**src/rtl/magic_fetch_buffer.sv**
```systemverilog
// Instruction fetch buffer between the imem response path and decode.
// It holds {pc, instr} pairs in FIFO order, raises stall when only one
// slot remains free, and records a sticky overflow if a response still
// arrives while the buffer is full. A flush empties the buffer in one edge.
module magic_fetch_buffer #(
  parameter int DEPTH = 8
) (
  input  logic                       clk,
  input  logic                       rst,
  input  logic                       flush,
  input  logic [31:0]                pc,
  input  logic                       instr_v,
  input  logic                       imem_resp,
  input  logic [31:0]                imem_rdata,
  output logic [31:0]                imem_addr,
  output logic [3:0]                 imem_rmask,
  output logic                       stall,
  input  logic                       deq_ready,
  output logic                       deq_valid,
  output logic [31:0]                deq_pc,
  output logic [31:0]                deq_instr,
  output logic [$clog2(DEPTH):0]     count,
  output logic                       overflow
);

  localparam int AW = $clog2(DEPTH);
  localparam int CW = AW + 1;
  localparam logic [CW-1:0] STALL_AT = CW'(DEPTH - 1);

  // Pointers carry a wrap bit above the index so full and empty differ.
  logic [AW:0]   wr_ptr;
  logic [AW:0]   rd_ptr;
  logic [CW-1:0] cnt;
  logic          ovf;
  // Low until the first edge after reset release; blocks enqueue on that edge.
  logic          armed;

  logic [31:0]   mem_pc    [DEPTH];
  logic [31:0]   mem_instr [DEPTH];

  logic [AW-1:0] wr_idx;
  logic [AW-1:0] rd_idx;
  logic          full;
  logic          enq;
  logic          deq;
  logic          enq_ok;
  logic          enq_drop;

  assign wr_idx = wr_ptr[AW-1:0];
  assign rd_idx = rd_ptr[AW-1:0];
  assign full   = (wr_idx == rd_idx) && (wr_ptr[AW] != rd_ptr[AW]);

  assign deq_valid = (cnt != '0);
  assign enq       = imem_resp & instr_v & ~flush;
  assign deq       = deq_valid & deq_ready & ~flush;

  // A full buffer still accepts when the head leaves on the same edge,
  // since the write lands in the slot being vacated.
  assign enq_ok   = enq & armed & (~full | deq);
  assign enq_drop = enq & armed & full & ~deq;

  assign imem_addr  = {pc[31:2], 2'b00};
  assign stall      = (cnt >= STALL_AT);
  assign imem_rmask = (rst && !stall) ? 4'hF : 4'h0;

  // Head is gated so that an empty or resetting buffer presents zeros.
  assign deq_pc    = deq_valid ? mem_pc[rd_idx]    : 32'h0;
  assign deq_instr = deq_valid ? mem_instr[rd_idx] : 32'h0;
  assign count     = cnt;
  assign overflow  = ovf;

  // Control state: pointers, occupancy, overflow flag and start-up arming.
  always_ff @(posedge clk or negedge rst) begin
    if (!rst) begin
      wr_ptr <= '0;
      rd_ptr <= '0;
      cnt    <= '0;
      ovf    <= 1'b0;
      armed  <= 1'b0;
    end else begin
      armed <= 1'b1;
      if (enq_drop) begin
        ovf <= 1'b1;
      end
      if (flush) begin
        wr_ptr <= '0;
        rd_ptr <= '0;
        cnt    <= '0;
      end else begin
        if (enq_ok) begin
          wr_ptr <= wr_ptr + 1'b1;
        end
        if (deq) begin
          rd_ptr <= rd_ptr + 1'b1;
        end
        case ({enq_ok, deq})
          2'b10:   cnt <= cnt + 1'b1;
          2'b01:   cnt <= cnt - 1'b1;
          default: cnt <= cnt;
        endcase
      end
    end
  end

  // Entry storage: data only, written at the tail on an accepted enqueue.
  always_ff @(posedge clk) begin
    if (enq_ok) begin
      mem_pc[wr_idx]    <= pc;
      mem_instr[wr_idx] <= imem_rdata;
    end
  end

endmodule
```
**config.mk**
```make
export PLATFORM = sky130hd
export DESIGN_NAME = magic_fetch_buffer
export DESIGN_NICKNAME = d
export VERILOG_FILES = /design/src/rtl/magic_fetch_buffer.sv
export SDC_FILE = /design/constraint.sdc
export NUM_CORES = 1
export LEC_CHECK = 0
export BUFFER_PORTS_ARGS = -buffer_cell sky130_fd_sc_hd__buf_4
export CORE_UTILIZATION = 60
export DETAILED_ROUTE_END_ITERATION = 10
export PLACE_DENSITY = 0.85
export SYNTH_ARGS = -nofsm -noshare
export SYNTH_HDL_FRONTEND = slang
export SYNTH_SLANG_ARGS = --single-unit
```
**constraint.sdc**
```tcl
create_clock -name clk -period 9.1 [get_ports clk]
set_input_delay 1.82 -clock clk [delete_from_list [all_inputs] [get_ports clk]]
set_output_delay 1.82 -clock clk [all_outputs]
set_load 0.005 [all_outputs]
```
==> metrics <==
GP Congestion=0.746; syn_area_per_cell=21.6 µm²; Worst EP arrival=3.53 ns; slew at the pin closest to its max-slew limit=1.10 ns; Filler Cells Inserted=1945; CP Capture Type=output port; drt via density=6.05; Final Critical Period=5.35 ns; Cell Pwr Density=257 nW/µm²; endpoints failing setup=0; post-synth top area cell=edfxtp_1; DRT Pass-1 Iters=5; clock root cell=clkbuf_16; Warnings, synthesis=0; most frequent cell after synthesis=edfxtp_1; largest net degree at the start of global routing=105; register area=15700 µm²; CORE AREA=33600 µm²; most used cell, CP=buf_4; Yosys top cell area share=75.0%; Gate Count Post-Synth=948; critical path's slowest cell=dfrtp_4; unrepaired setup endpoints after global routing=no; drt drc=0; Area Growth Syn to Fin=15.5%; P_leak=7.67 nW; final max-slew violation count=0; max_slew headroom=26.9%; Post-synth top cells=512 x edfxtp_1, 128 x mux4_2, 78 x nor2_1, 66 x mux2i_1, 35 x buf_4; wire per inst=24.6 µm; via count=9656; unique cell type count in the Yosys netlist=38; TritonCTS Buffers=50; Resized cells post-CTS=0; initial antenna violation count=2; crit-path max FO=72; Iter 0 DRT Violations=808; final hold vios=0; PortBufs=174; async set-or-reset flop fraction in the synthesized netlist=2.66%; reported max-cap violation count=0; top post-synthesis cells by area=edfxtp_1 75%, mux4_2 14%, mux2i_1 3.2%, dfrtp_1 1.7%, nor2_1 1.4%; Tcrit/Tclk final=58.8%; Critical Path Source Type=flop; io pins=177; Routed Antenna Nets=0; TNS Setup=0 ns; cells along the critical path=buf_4, mux4_2, mux2i_1, nor2_1, buf_4; WS Path Type=reg2out; number of global-route vias before repair=10083; initial core utilization=61.0%; Post-Syn Area=20500 µm²; grt total ovfl=0; WHS=0.496 ns; die area=34900 µm²; FP Rows=67; layout cells sized above 1=35.3%; HPWL Detailed=19700 µm; die height=187 µm; clk buf depth=3; CTS Hold Bufs=0; WP data required=7.28 ns; peak supply drop=214 µV; Worst Clk Skew=0.0182 ns; Placed Area=22100 µm²; overall routing resource usage=22.9%; worst min-delay path class=reg2reg; TritonCTS Sinks=526; H-tree depth=2; CTS tree=done; WL final=39300 µm; Worst-path clk slew=0.06 ns; # nets final=1180; worst skew pair latency=0.55 ns; first-pass GRT wire length=59700 µm; Seq cells post-synth=526; Synth Flop Type=edfxtp_1; register area share after synthesis=76.7%; setup repair bufs after CTS=0; EDFF count, synth=512; die width=187 µm; highest achievable clock rate=187 MHz; status=complete, no violations; area of the multi-input gates=4340 µm²; finished layout cell area=23700 µm²; slowest stage delay, CP=1.00 ns
## metrics by stage
stage	util, %	total power, W	setup slack [ns]	instances
floorplan	-	0.00360	1.68	949
global placement	65.7	0.00412	4.36	1502
global route	70.5	0.00632	3.66	1595
finish	70.5	0.00609	3.75	1595
CTS	70.4	0.00615	3.78	1594
detailed placement	65.7	0.00415	4.39	1502
## placed cells by master (no fill, tap or decap), drive strengths merged, types with 3 or more instances in the layout
cell type,count
edfxtp,512
buf,189
mux4,128
nor2,78
mux2i,66
clkbuf,61
clkinv,23
dfrtp,14
inv,7
nand2,6
nand2b,6
xnor2,5
xor2,5
nand3,5
bufinv,5
ha,4
a21oi,3
conb,3
o21ai,3
mux2,3
## worst max-delay path, delay by kind of cell, from the launching register on
kind / cells / cell delay (ns)
buffers and inverters: 2 / 1.10
DFF: 1 / 1.00
muxes: 2 / 0.64
and+or+nand+nor: 1 / 0.10
## layout make-up
cell class,instances,area share (%)
Sequential cell,526,66.4
Multi-Input combinational cell,333,18.3
Timing Repair Buffer,189,6.04
Tap cell,448,2.37
Inverter,6,0.100
Clock buffer,61,5.55
Clock inverter,31,1.18
Antenna cell,1,0.0106
## routing by layer
metal,track usage (%),routed length (µm)
met5,0,17
met4,6.81,865
met3,3.90,2550
met2,38.2,20000
met1,31.5,15900
## cell families after synthesis
kind of cell,synth area share [%]
AO/OA/AOI/OAI,0.378
XOR/XNOR,0.427
adder cells (fa/ha/maj),0.244
buffers and inverters,2.44
flip-flops,76.7
multiplexers,17.4
other,0.0366
AND/OR/NAND/NOR,2.36
## worst paths after layout
kind	startpoint	endpoint	slack (ns)	cells after the start
min in group asynchronous	rst	rd_ptr[0]	1.13	1
worst min register to register	overflow	overflow	0.50	2
worst max-delay path	rd_ptr[1]	deq_pc[31]	3.75	5
worst min-delay path	overflow	overflow	0.50	2
worst max register to register	rd_ptr[2]	mem_instr[2][26]	4.94	7
max in group asynchronous	rst	rd_ptr[2]	7.77	1
## state kept, by name (all words and copies together), names as in the netlist
register   count
armed          1
count          4
mem_instr    256
mem_pc       256
overflow       1
rd_ptr         4
wr_ptr         4
## report_power, final
group          internal, W  switching [W]  leakage, nW  total (W)
clock              0.00117       0.000837        0.780    0.00201
combinational     0.000719       0.000614         2.10    0.00133
sequential         0.00267      0.0000796         4.78    0.00275
total              0.00456        0.00153         7.67    0.00609
No activity file was read; power rests on OpenSTA's default activity.
